**src/rtl/axi_stream_pkg.sv**
```systemverilog
// Shared helpers for the AXI-stream width converters: lane-index width
// and conversions between a `mod` field and a byte count.
package axi_stream_pkg;

  typedef int unsigned ratio_t;
  typedef int unsigned uint_t;

  // Width of a lane index for a given narrow/wide ratio (at least 1 bit).
  function automatic uint_t lane_bits(input ratio_t ratio);
    return (ratio <= 2) ? 1 : $clog2(ratio);
  endfunction

  // Width of a `mod` field for a word of word_bytes bytes (at least 1 bit).
  function automatic uint_t mod_bits(input uint_t word_bytes);
    return (word_bytes <= 2) ? 1 : $clog2(word_bytes);
  endfunction

  // Valid byte count of an eop beat: a mod of 0 means every byte is valid.
  function automatic uint_t mod_to_bytes(input uint_t mod, input uint_t word_bytes);
    return (mod == 0) ? word_bytes : mod;
  endfunction

  // Byte count back to a `mod` field: a full word folds to 0.
  function automatic uint_t bytes_to_mod(input uint_t bytes, input uint_t word_bytes);
    return bytes % word_bytes;
  endfunction

endpackage

```
**src/rtl/axi_stream_width_up_if.sv**
```systemverilog
// Valid/ready stream bundle with packet framing, byte count, control and
// error fields. The source drives everything except rdy.
interface if_axi_stream #(
  parameter int DAT_BITS = 64,
  parameter int CTL_BITS = 8,
  parameter int MOD_BITS = 3
);
  logic                val;
  logic                rdy;
  logic [DAT_BITS-1:0] dat;
  logic [CTL_BITS-1:0] ctl;
  logic [MOD_BITS-1:0] mod;
  logic                sop;
  logic                eop;
  logic                err;

  modport source (output val, dat, ctl, mod, sop, eop, err, input rdy);
  modport sink   (input val, dat, ctl, mod, sop, eop, err, output rdy);
endinterface

```
**src/rtl/axi_stream_pack_lane.sv**
```systemverilog
// Lane write decode for the width up-converter: places one narrow beat
// into its lane of the wide accumulator. Unwritten lanes keep the
// accumulator value, which is zero after every completed word.
module axi_stream_pack_lane #(
  parameter int IN_BITS   = 64,
  parameter int RATIO     = 4,
  parameter int LANE_BITS = 2
) (
  input  logic [LANE_BITS-1:0]     lane,
  input  logic                     wr,
  input  logic [IN_BITS-1:0]       dat,
  input  logic [IN_BITS*RATIO-1:0] acc,
  output logic [IN_BITS*RATIO-1:0] word
);

  logic [RATIO-1:0] lane_we;

  // Decode the target lane and merge the beat into the accumulator image.
  always_comb begin
    // NOTE: defaults first so every path assigns both outputs; no latch.
    lane_we = '0;
    word    = acc;
    for (int i = 0; i < RATIO; i++) begin
      lane_we[i] = wr && (lane == LANE_BITS'(i));
      if (lane_we[i]) word[i*IN_BITS +: IN_BITS] = dat;
    end
  end

endmodule

```
**src/rtl/axi_stream_width_up.sv**
```systemverilog
// Stream width up-converter: packs RATIO narrow beats into one wide beat,
// lane 0 in the LSBs, preserving sop/eop, byte count, ctl and err.
// Optional macro AXI_WIDTH_UP_PROTO_CHK_EN adds the sticky o_proto_err
// framing checker and forces err on the offending word.
module axi_stream_width_up
  import axi_stream_pkg::*;
#(
  parameter int IN_BITS  = 64,
  parameter int OUT_BITS = 256,
  parameter int CTL_BITS = 8,
  localparam int RATIO        = OUT_BITS / IN_BITS,
  localparam int LANE_BITS    = lane_bits(RATIO),
  localparam int IN_BYTES     = IN_BITS / 8,
  localparam int OUT_BYTES    = OUT_BITS / 8,
  localparam int OUT_MOD_BITS = mod_bits(OUT_BYTES)
) (
  input  logic                 i_clk,
  input  logic                 i_rst,
  if_axi_stream.sink           i_axi,
  if_axi_stream.source         o_axi,
  output logic [LANE_BITS-1:0] o_lane
`ifdef AXI_WIDTH_UP_PROTO_CHK_EN
  ,
  output logic                 o_proto_err
`endif
);

  // Accumulator state
  logic [LANE_BITS-1:0]    lane_q;
  logic [OUT_BITS-1:0]     acc_q;
  logic [CTL_BITS-1:0]     ctl_q;
  logic                    sop_q;
  logic                    err_q;

  // Output register
  logic                    out_val_q;
  logic [OUT_BITS-1:0]     out_dat_q;
  logic [CTL_BITS-1:0]     out_ctl_q;
  logic [OUT_MOD_BITS-1:0] out_mod_q;
  logic                    out_sop_q;
  logic                    out_eop_q;
  logic                    out_err_q;

  // Per-beat decisions
  logic                    in_rdy;
  logic                    accept;
  logic                    complete;
  logic                    beat_err;
  logic [OUT_BITS-1:0]     word;
  logic [CTL_BITS-1:0]     word_ctl;
  logic                    word_sop;
  logic                    word_err;
  logic [OUT_MOD_BITS-1:0] word_mod;

  // Ready depends only on the output register, never on the input valid.
  assign in_rdy   = ~i_rst && (~out_val_q || o_axi.rdy);
  assign accept   = i_axi.val && in_rdy;
  assign complete = accept && ((lane_q == LANE_BITS'(RATIO - 1)) || i_axi.eop);

`ifdef AXI_WIDTH_UP_PROTO_CHK_EN
  logic pkt_open_q;
  logic proto_err_q;
  logic proto_viol;

  // A sop must start a fresh packet at lane 0; a non-sop beat needs an open packet.
  assign proto_viol = accept && (i_axi.sop ? ((lane_q != '0) || pkt_open_q) : ~pkt_open_q);
  assign beat_err   = i_axi.err | proto_viol;

  // Track packet framing and hold the violation flag until reset.
  always_ff @(posedge i_clk) begin
    if (i_rst) begin
      pkt_open_q  <= 1'b0;
      proto_err_q <= 1'b0;
    end else begin
      if (accept) pkt_open_q <= ~i_axi.eop;
      if (proto_viol) proto_err_q <= 1'b1;
    end
  end

  assign o_proto_err = proto_err_q;
`else
  assign beat_err = i_axi.err;
`endif

  // Lane 0 opens a word: it supplies ctl/sop and restarts the err OR.
  assign word_ctl = (lane_q == '0) ? i_axi.ctl : ctl_q;
  assign word_sop = (lane_q == '0) ? i_axi.sop : sop_q;
  assign word_err = ((lane_q == '0) ? 1'b0 : err_q) | beat_err;

  axi_stream_pack_lane #(
    .IN_BITS  (IN_BITS),
    .RATIO    (RATIO),
    .LANE_BITS(LANE_BITS)
  ) u_pack_lane (
    .lane(lane_q),
    .wr  (accept),
    .dat (i_axi.dat),
    .acc (acc_q),
    .word(word)
  );

  // Wide byte count: full lanes before this beat plus this beat's bytes.
  always_comb begin
    word_mod = '0;
    if (i_axi.eop) begin
      word_mod = OUT_MOD_BITS'(bytes_to_mod(
        uint_t'(lane_q) * uint_t'(IN_BYTES) + mod_to_bytes(uint_t'(i_axi.mod), uint_t'(IN_BYTES)),
        uint_t'(OUT_BYTES)));
    end
  end

  // Advance the fill lane per accepted beat; clear on word completion.
  always_ff @(posedge i_clk) begin
    // NOTE: the wide accumulator is reset because unwritten lanes must read as zero.
    if (i_rst) begin
      lane_q <= '0;
      acc_q  <= '0;
      ctl_q  <= '0;
      sop_q  <= 1'b0;
      err_q  <= 1'b0;
    end else if (accept) begin
      if (complete) begin
        lane_q <= '0;
        acc_q  <= '0;
        ctl_q  <= '0;
        sop_q  <= 1'b0;
        err_q  <= 1'b0;
      end else begin
        // NOTE: non-blocking so every register samples pre-edge values.
        lane_q <= lane_q + LANE_BITS'(1);
        acc_q  <= word;
        ctl_q  <= word_ctl;
        sop_q  <= word_sop;
        err_q  <= word_err;
      end
    end
  end

  // Output register: load on completion, hold until handshake, reload back-to-back.
  always_ff @(posedge i_clk) begin
    if (i_rst) begin
      out_val_q <= 1'b0;
      out_dat_q <= '0;
      out_ctl_q <= '0;
      out_mod_q <= '0;
      out_sop_q <= 1'b0;
      out_eop_q <= 1'b0;
      out_err_q <= 1'b0;
    end else if (complete) begin
      out_val_q <= 1'b1;
      out_dat_q <= word;
      out_ctl_q <= word_ctl;
      out_mod_q <= word_mod;
      out_sop_q <= word_sop;
      out_eop_q <= i_axi.eop;
      out_err_q <= word_err;
    end else if (o_axi.rdy) begin
      out_val_q <= 1'b0;
    end
  end

  assign i_axi.rdy = in_rdy;
  assign o_axi.val = out_val_q;
  assign o_axi.dat = out_dat_q;
  assign o_axi.ctl = out_ctl_q;
  assign o_axi.mod = out_mod_q;
  assign o_axi.sop = out_sop_q;
  assign o_axi.eop = out_eop_q;
  assign o_axi.err = out_err_q;
  assign o_lane    = lane_q;

endmodule

```
**src/flat_wrapper.sv**
```systemverilog
// flat-port wrapper written by rule: the top's interface ports become plain ports
module axi_stream_width_up_flat import axi_stream_pkg::*;
#(
  parameter int IN_BITS  = 64,
  parameter int OUT_BITS = 256,
  parameter int CTL_BITS = 8,
  localparam int RATIO        = OUT_BITS / IN_BITS,
  localparam int LANE_BITS    = lane_bits(RATIO),
  localparam int IN_BYTES     = IN_BITS / 8,
  localparam int OUT_BYTES    = OUT_BITS / 8,
  localparam int OUT_MOD_BITS = mod_bits(OUT_BYTES)
)
  (i_clk, i_rst, o_lane, i_axi_val, i_axi_dat, i_axi_ctl, i_axi_mod, i_axi_sop, i_axi_eop, i_axi_err, i_axi_rdy, o_axi_val, o_axi_dat, o_axi_ctl, o_axi_mod, o_axi_sop, o_axi_eop, o_axi_err, o_axi_rdy);
  if_axi_stream #(.DAT_BITS(64), .CTL_BITS(CTL_BITS), .MOD_BITS(3)) i_axi_i ();
  if_axi_stream #(.DAT_BITS(256), .CTL_BITS(CTL_BITS), .MOD_BITS(5)) o_axi_i ();
  input  logic i_clk;
  input  logic i_rst;
  output logic [LANE_BITS-1:0] o_lane;
  input wire logic [$bits(i_axi_i.val)-1:0] i_axi_val;
  input wire logic [$bits(i_axi_i.dat)-1:0] i_axi_dat;
  input wire logic [$bits(i_axi_i.ctl)-1:0] i_axi_ctl;
  input wire logic [$bits(i_axi_i.mod)-1:0] i_axi_mod;
  input wire logic [$bits(i_axi_i.sop)-1:0] i_axi_sop;
  input wire logic [$bits(i_axi_i.eop)-1:0] i_axi_eop;
  input wire logic [$bits(i_axi_i.err)-1:0] i_axi_err;
  output wire logic [$bits(i_axi_i.rdy)-1:0] i_axi_rdy;
  output wire logic [$bits(o_axi_i.val)-1:0] o_axi_val;
  output wire logic [$bits(o_axi_i.dat)-1:0] o_axi_dat;
  output wire logic [$bits(o_axi_i.ctl)-1:0] o_axi_ctl;
  output wire logic [$bits(o_axi_i.mod)-1:0] o_axi_mod;
  output wire logic [$bits(o_axi_i.sop)-1:0] o_axi_sop;
  output wire logic [$bits(o_axi_i.eop)-1:0] o_axi_eop;
  output wire logic [$bits(o_axi_i.err)-1:0] o_axi_err;
  input wire logic [$bits(o_axi_i.rdy)-1:0] o_axi_rdy;
  assign i_axi_i.val = i_axi_val;
  assign i_axi_i.dat = i_axi_dat;
  assign i_axi_i.ctl = i_axi_ctl;
  assign i_axi_i.mod = i_axi_mod;
  assign i_axi_i.sop = i_axi_sop;
  assign i_axi_i.eop = i_axi_eop;
  assign i_axi_i.err = i_axi_err;
  assign i_axi_rdy = i_axi_i.rdy;
  assign o_axi_val = o_axi_i.val;
  assign o_axi_dat = o_axi_i.dat;
  assign o_axi_ctl = o_axi_i.ctl;
  assign o_axi_mod = o_axi_i.mod;
  assign o_axi_sop = o_axi_i.sop;
  assign o_axi_eop = o_axi_i.eop;
  assign o_axi_err = o_axi_i.err;
  assign o_axi_i.rdy = o_axi_rdy;
  axi_stream_width_up #(.IN_BITS(IN_BITS), .OUT_BITS(OUT_BITS), .CTL_BITS(CTL_BITS)) u_core (.i_clk(i_clk), .i_rst(i_rst), .i_axi(i_axi_i), .o_axi(o_axi_i), .o_lane(o_lane));
endmodule
```
**config.mk**
```make
export PLATFORM = sky130hd
export DESIGN_NAME = axi_stream_width_up_flat
export DESIGN_NICKNAME = d
export VERILOG_FILES = /design/src/rtl/axi_stream_pkg.sv /design/src/rtl/axi_stream_width_up_if.sv /design/src/rtl/axi_stream_pack_lane.sv /design/src/rtl/axi_stream_width_up.sv /design/src/flat_wrapper.sv
export SDC_FILE = /design/constraint.sdc
export NUM_CORES = 1
export LEC_CHECK = 0
export ABC_AREA = 1
export CAP_MARGIN = 40
export CORE_AREA = 2 2 225 272
export DETAILED_ROUTE_END_ITERATION = 7
export DIE_AREA = 0 0 227 274
export MAX_ROUTING_LAYER = met4
export SLEW_MARGIN = 0
export SYNTH_ARGS = -nofsm -noshare
export SYNTH_HDL_FRONTEND = slang
export SYNTH_SLANG_ARGS = --single-unit
```
**constraint.sdc**
```tcl
create_clock -name i_clk -period 2.6 [get_ports i_clk]
set_input_delay 0.39 -clock i_clk [delete_from_list [all_inputs] [get_ports i_clk]]
set_output_delay 0.39 -clock i_clk [all_outputs]
set_load 0.01 [all_outputs]
```
# Yosys cells after proc, flatten, opt, wreduce, memory -nomap -nowiden
# Index checks and enable logic that the tools add are counted.
[totals] register_bits=541 out_inout_bits=276 elab_cells=48
[classes] add_sub_neg=2 n_eq_ne=3 muxes=16 bitwise_logic=3 reduce_logical=12
[op_table] op="$mux 256" n=1
[op_table] op="$mux 64" n=4
[op_table] op="$mux 8" n=2
[op_table] op="$logic_and 1x1->1" n=7
[op_table] op="$mux 1" n=6
[op_table] op="$add 5x5->5" n=1
[op_table] op="$mux 5" n=1
[op_table] op="$eq 2x2->1 const B" n=2
[op_table] op="$mux 4" n=1
[op_table] op="$logic_not 3->1" n=1
[op_table] op="$add 2x1->2 const B" n=1
[op_table] op="$eq 2x1->1 const B" n=1
[op_table] op="$logic_not 2->1" n=1
[op_table] op="$logic_or 1x1->1" n=2
[op_table] op="$mux 2" n=1
[op_table] op="$not 1->1" n=2
[op_table] op="$reduce_bool 2->1" n=1
[op_table] op="$or 1x1->1" n=1

# Depth between registers and ports, before layout
# Gate-level depths: netlist of run 1.
[logic_depth] word_depth=7 mapped_depth=10

# Cells and area by module
# From an unflattened synthesis of run 1, not the netlist that was laid out.
[unflattened] hier_cells=3298 hier_area_um2=23431.2
[by_module_without_submodules] module="axi_stream_width_up" n_inst=1 cells_each=2419 area_each_um2=19296.0 seq_area_each_um2=10830.4
[by_module_without_submodules] module="axi_stream_pack_lane" n_inst=1 cells_each=879 area_each_um2=4135.2 seq_area_each_um2=0.0

# Least setup slack after synthesis of run 1
# Ideal clock, no wire load.
[synth_timing] path_kind="reg-to-reg" startpoint="register u_core.lane_q[1] (netlist: u_core.o_lane[1])" endpoint="register u_core.out_dat_q[100] (netlist: u_core.o_axi.dat[100])" setup_time_ns=0.109 arrival_time_ns=1.510 required_ns=2.491 path_slack_ns=0.981 stages_incl_launch_ff=11 synth_period_minus_slack_ns=1.619 cell_sequence="dfxtp_1 ha_1 nor2_1 inv_1 nand4_4 inv_2 buf_2 buf_2 nand3_1 nand2_1 inv_1"
[synth_between] elab_chain_cells=3 word_cells_on_any_way=6 cone_classes="eq/ne (2); mux (1); reduce/logical (3)"
[synth_rtl] item="from (decl)" line_no="axi_stream_width_up.sv:29" text="logic [LANE_BITS-1:0] lane_q;"
[synth_rtl] item="from (signal assigned)" line_no="axi_stream_width_up.sv:130" text="lane_q <= lane_q + LANE_BITS'(1);"
[synth_rtl] item="$eq 2x1->1 / $eq 2x2->1 (equally long branches)" line_no="axi_stream_pack_lane.sv:24, axi_stream_width_up.sv:58"
[synth_rtl] item="$logic_and 1x1->1 / $logic_or 1x1->1 (equally long branches)" line_no="axi_stream_pack_lane.sv:24, axi_stream_width_up.sv:58"
[synth_rtl] item="$mux 64 / $logic_and 1x1->1 (equally long branches)" line_no="axi_stream_pack_lane.sv:25, axi_stream_width_up.sv:58"
[synth_rtl] item="to (signal assigned)" line_no="axi_stream_width_up.sv:151" text="out_dat_q <= word;"
[synth_rtl] item="to (decl)" line_no="axi_stream_width_up.sv:37" text="logic [OUT_BITS-1:0] out_dat_q;"
# Parallel ways exist; a longest one is shown, timed or not.
# A chain may end at the register's enable or synchronous reset.

# Worst setup path in the final report of run 1
[layout_timing] startpoint="register u_core.out_val_q (netlist: u_core.o_axi.val)" endpoint="output port i_axi_rdy"
[layout_between] elab_chain_cells=3
[layout_rtl] item="from (decl)" line_no="axi_stream_width_up.sv:36" text="logic out_val_q;"
[layout_rtl] item="from (signal assigned)" line_no="axi_stream_width_up.sv:142" text="out_val_q <= 1'b0;"
[layout_rtl] item="from (signal assigned)" line_no="axi_stream_width_up.sv:150" text="out_val_q <= 1'b1;"
[layout_rtl] item="from (signal assigned)" line_no="axi_stream_width_up.sv:158" text="out_val_q <= 1'b0;"
[layout_rtl] item="$not 1->1" line_no="axi_stream_width_up.sv:56" text="assign in_rdy = ~i_rst && (~out_val_q || o_axi.rdy);"
[layout_rtl] item="$logic_or 1x1->1" line_no="axi_stream_width_up.sv:56"
[layout_rtl] item="$logic_and 1x1->1" line_no="axi_stream_width_up.sv:56"
[layout_rtl] item="to (decl)" line_no="flat_wrapper.sv:26" text="output wire logic [$bits(i_axi_i.rdy)-1:0] i_axi_rdy;"
# Every way passes these cells.

==> results of run 1 <==
-- sequential cells by signal, summed over array words and instances, names as in the netlist, 2 cells and up --
signal            count
u_core.o_axi.mod      5
u_core.o_lane         2
u_core.o_axi.dat    256
u_core.ctl_q          8
u_core.o_axi.ctl      8
u_core.acc_q        256
-- metal layers --
metal  vias to the layer above  global-route usage [%]  part of all wire, %
met5                         -                       -                    0
met4                         0                    6.09                  2.3
met3                        88                    3.00                  4.6
met2                       527                    38.0                   48
met1                     10300                    30.4                   46
li1                      11400                       -                    -
-- cells in the mapped netlist (3+ instances only) --
cell type / n / share of area, %
buf_4: 7 / 0.22
inv_1: 519 / 8.3
a21oi_1: 274 / 5.8
nor2_1: 279 / 4.4
nand4_2: 3 / 0.16
nand2_1: 1072 / 17
dfxtp_1: 541 / 46
buf_2: 142 / 3.0
nand3_1: 268 / 5.7
o21ai_0: 11 / 0.23
nand4_1: 257 / 6.8
ha_1: 5 / 0.27
clkbuf_1: 74 / 1.2
buf_1: 38 / 0.60
-- area by class of cell --
type,count,area (um^2)
Multi-Input combinational cell,2176,9700
Fill cell,6155,30100
Tap cell,808,1010
Clock inverter,20,255
Inverter,522,1970
Sequential cell,541,10800
Timing Repair Buffer,421,4430
Clock buffer,83,1650
-- path summary, 6_finish.rpt --
check / from / endpoint / slack [ns] / cells past startpoint
max: u_core.o_axi.val / i_axi_rdy / 0.29 / 2
min: i_rst / u_core.o_axi.dat[125] / 0.23 / 4
max reg2reg: u_core.o_lane[1] / u_core.o_axi.dat[54] / 0.55 / 9
min reg2reg: u_core.ctl_q[7] / u_core.ctl_q[7] / 0.46 / 2
-- report_power, final --
part / leakage (nW) / switching [mW] / internal (mW)
logic: 8.48 / 1.26 / 0.869
clock network: 0.943 / 3.39 / 4.98
registers: 4.40 / 0.165 / 8.57
total: 13.8 / 4.82 / 14.4
-- critical path, stage by stage (launching register included) --
cell,delay [ns]
dfxtp_1,0.37
a21oi_4,0.30
clkdlybuf4s50_1,0.66
-- cell families after synthesis --
group,count (synthesis)
AND/OR/NAND/NOR,1882
buffers and inverters,783
flip-flops,541
AO/OA/AOI/OAI,288
adder cells (fa/ha/maj),5
XOR/XNOR,1
-- metrics by stage --
step	setup slack (ns)	area [um^2]
6_report	0.285	29800
5_1_grt	0.208	29800
4_1_cts	0.227	29800
3_5_place_dp	0.245	27900
3_3_place_gp	0.268	27900
2_1_floorplan	0.981	23600
==> results_dict.tcl, run 1 <==
set metrics [dict create \
    period_needed_ns 2.31 \
    viasPerCell 4.88 \
    path_max_fanout 4 \
    wl_per_cell_um 15.8 \
    synth_cells 3500 \
    grt_pass1_wl_mm 113 \
    power_density_nw_per_um2 645 \
    arrival_ns 1.92 \
    synthXorXnorAreaFrac_pct 0.0371 \
    hpwlAfterDp_mm 44.8 \
    antennaDiodeCount 0 \
    end_kind "output port" \
    worst_slew_pin_slew_ns 0.937 \
    synth-seq-cells 541 \
    rsz0062_at_grt "false" \
    grt_pass1_vias 20300 \
    ctsHoldBuffers 0 \
    synth_compound_area_share_pct 6.18 \
    ys_seq_area_share_pct 45.9 \
    synth.distinct_cells 24 \
    cts_made_buffers 56 \
    synth_top_family_by_area "simple AND/OR/NAND/NOR gates" \
    fp.dieW_um 227 \
    post_cts_resized 0 \
    ys.flop_type "dfxtp_1" \
    drc 0 \
    synth_warnings 0 \
    fin_nets 3805 \
    core_um2 60000 \
    fp-row-count 99 \
    synth_fp_nets 3587 \
    grt.overflow.total 0 \
    antenna_found_initial 0 \
    fmax_mhz 432 \
    status "complete, no violations" \
    place_inst 4468 \
    netlist_area_um2 23600 \
    layout_common_cells "1,072 x nand2_1, 541 x dfxtp_1, 519 x inv_1" \
    die_h_um 274 \
    synth_mux_area_share_pct 0 \
    cp_data_required_time_ns 2.21 \
    grt_max_degree 177 \
    firstDrtPassIters 5 \
    hold_ws_ns 0.228 \
    grtUsageTotal_pct 23.3 \
    start_util_pct 39.4 \
    fin_worst_skew_ns 0.0103 \
    start_kind "register" \
    synth_edf_count 0 \
    power_mw 19.2 \
    slew-limit-headroom_pct 37.6 \
    period_share_pct 89.0 \
    clock_path_buffers 3 \
    die_area_um2 62200 \
    p_leak_nw 13.8 \
    ios 358 \
    min_path_type "primary input to register" \
    clkTransAtPathRegs_ns 0.06 \
    drive_above_1_share_pct 4.46 \
    max_cap_viol_count 0 \
    antenna_left 0 \
    stdcell_count 4571 \
    finalHoldViolations 0 \
    cts_post_setup_buffers_inserted 0 \
    cts_root_buf "clkbuf_16" \
    insertion_delay_ns 0.59 \
    drt_iter0_markers 2072 \
    syn_to_final_growth_pct 26.5 \
    mostFrequentLayoutCell "nand2_1" \
    yosys.area_share.simple_pct 34.3 \
    drv_slew 0 \
    htreeDepth 2 \
    utilization_pct 49.8 \
    numClockSinks 541 \
    tritoncts "done" \
    avgSynthCellArea_um2 6.74 \
    drt-total-wl_mm 72.2 \
    ys_async_sr_fraction_pct 0 \
    gp_congestion 0.800 \
    port_buffers 357 \
    setup_viol 0 \
    setup_tns_ns 0 \
    vias 22300 \
    critical_path_class "register to output port" \
    synth_fa_ha_area_share_pct 0.265 \
    vdd_drop_max_uv 455 \
]
Note: power is estimated with default switching activity, not from simulation.
==> run 2, diff against run 1 <==
--- a/config.mk
+++ b/config.mk
@@ -11,6 +11,7 @@
 export DETAILED_ROUTE_END_ITERATION = 7
 export DIE_AREA = 0 0 227 274
 export MAX_ROUTING_LAYER = met4
+export SETUP_SLACK_MARGIN = 0.1
 export SLEW_MARGIN = 0
 export SYNTH_ARGS = -nofsm -noshare
 export SYNTH_HDL_FRONTEND = slang
==> constraint.sdc (replaced) <==
create_clock -name i_clk -period 2.2 [get_ports i_clk]
set_input_delay 0.33 -clock i_clk [delete_from_list [all_inputs] [get_ports i_clk]]
set_output_delay 0.33 -clock i_clk [all_outputs]
set_load 0.01 [all_outputs]
==> run 2 against run 1 <==
Register-to-register slack lost 0.23 ns. Via count shrank 0.38%. Count of clock-buffer cells in the layout is 2 higher. Combinational power rose by 21%. Final cell count rose by 0.53%. Worst setup slack lost 0.12 ns. Die area stayed put. Clock skew is 0.0056 ns higher.
==> results_dict.tcl, run 2 (synthesis gave the netlist of run 1 again) <==
set metrics [dict create \
    power_mw 22.2 \
    start_util_pct 39.4 \
    ios 358 \
    power_density_nw_per_um2 736 \
    p_leak_nw 13.9 \
    period_needed_ns 2.03 \
    power_frac_seq_pct 46.6 \
    fillers 6174 \
    syn_to_final_growth_pct 27.6 \
    reg2reg_depth 7 \
    mostFrequentLayoutCell "nand2_1" \
    fp.dieW_um 227 \
    grt_max_degree 211 \
    critical_path_class "register to output port" \
    clock_path_buffers 3 \
    cts_post_setup_buffers_inserted 0 \
    drc 0 \
    grt.overflow.total 0 \
    cts_root_buf "clkbuf_16" \
    drt_iter0_markers 1783 \
    die_h_um 274 \
    numClockSinks 541 \
    hold_ws_ns 0.193 \
    period_share_pct 92.3 \
    die_area_um2 62200 \
    arrival_ns 1.70 \
    cts_made_buffers 56 \
    tritoncts "done" \
    r2r-start "u_core.o_lane[1]" \
    p_clk_share_pct 41.8 \
    min_path_type "primary input to register" \
    clkTransAtPathRegs_ns 0.06 \
    fin_area_um2 30100 \
    path_max_fanout 4 \
    critical_path.startpoint "u_core.o_lane[0]" \
    place_inst 4499 \
    slew-limit-headroom_pct 23.6 \
    fin_nets 3836 \
    worst_slew_pin_slew_ns 1.15 \
    layout_common_cells "1,072 x nand2_1, 540 x dfxtp_1, 519 x inv_1" \
    fp-row-count 99 \
    stdcell_count 4595 \
    wl_met1_mm 32.7 \
    dpl_cell_area_um2 28300 \
    insertion_delay_ns 0.61 \
    setup_tns_ns 0 \
    cp_data_required_time_ns 1.87 \
    end_kind "output port" \
    firstDrtPassIters 6 \
    drv_slew 0 \
    highest_layer "met4" \
    hold_start "i_rst" \
    gp_congestion 0.788 \
    start_kind "register" \
    vias 22200 \
    core_um2 60000 \
    finalHoldViolations 0 \
    vdd_drop_max_uv 580 \
    grt_pass1_wl_mm 113 \
    viasPerCell 4.84 \
    p_switching_mw 5.62 \
    rsz0062_at_grt "false" \
    pwr-share-comb_pct 11.6 \
    max_cap_viol_count 0 \
    worst_path_max_delay_cell "clkdlybuf4s50_1" \
    fin_worst_skew_ns 0.0159 \
    p_sw_share_pct 25.3 \
    grt_pass1_vias 20400 \
    grtUsageTotal_pct 23.4 \
    dp_slack_ns 0.0458 \
    antennaDiodeCount 0 \
    cp_top_family "buffers and inverters" \
    crit_chain "buf_4, clkdlybuf4s50_1" \
    port_buffers 357 \
    setup_slack_ns 0.170 \
    fmax_mhz 493 \
    drive_above_1_share_pct 4.99 \
    utilization_pct 50.2 \
    ctsHoldBuffers 0 \
    internal_power_mw 16.5 \
    wl_per_cell_um 15.6 \
    worst-path-buf-inv 2 \
    dr_wl_met3_mm 3.23 \
    slowest_delay_ns 0.53 \
    antenna_found_initial 0 \
    status "complete, no violations" \
    drt-total-wl_mm 71.8 \
    crit_cells 2 \
    min_path_cells 4 \
    setup_viol 0 \
    dr_wl_met2_mm 33.8 \
    antenna_left 0 \
    htreeDepth 2 \
    hpwlAfterDp_mm 45.6 \
]
-- run 2: layout make-up --
cell class | count | area (um^2) | share of cell area (%)
Inverter | 522 | 1970 | 6.54
Clock inverter | 11 | 118 | 0.391
Tap cell | 808 | 1010 | 3.36
Clock buffer | 85 | 1640 | 5.45
Timing Repair Buffer | 452 | 4840 | 16.1
Multi-Input combinational cell | 2176 | 9700 | 32.2
Sequential cell | 541 | 10800 | 36.0
-- run 2: path summary, 6_finish.rpt --
| path | slack (ns) | to |
|---|---|---|
| max | 0.17 | o_lane[0] |
| min | 0.19 | u_core.o_axi.ctl[1] |
| max reg2reg | 0.32 | u_core.o_axi.err |
| min reg2reg | 0.46 | u_core.ctl_q[2] |
-- run 2: timing repair --
action | CTS | global route
resized for setup | 2 | 1
pin swaps | 0 | 0
gates cloned | 0 | 0
endpoints found under the setup margin | 2 | 1
-- run 2: power groups by stage --
stage          sequential, mW  combinational, mW  clock (mW)
3_3_place_gp             10.5               2.58           0
4_1_cts                  10.3               2.60        9.52
5_1_grt                  10.4               2.84        9.89
3_5_place_dp             10.5               2.58           0
6_report                 10.3               2.58        9.26
2_1_floorplan            10.6               1.21           0
-- run 2: routing by layer --
layer	up-vias	global-route usage (%)
li1	11400	-
met1	10200	30.5
met2	485	37.4
met3	123	3.43
met4	0	7.09
met5	-	-
-- run 2: worst register-to-register path: cells and delay by family, from the launching register on --
family / cells / cell delay, ns
adders and majority gates: 1 / 0.30
AOI/OAI and AO/OA: 2 / 0.44
buffers and inverters: 3 / 0.64
and+or+nand+nor: 1 / 0.05
DFF: 1 / 0.34
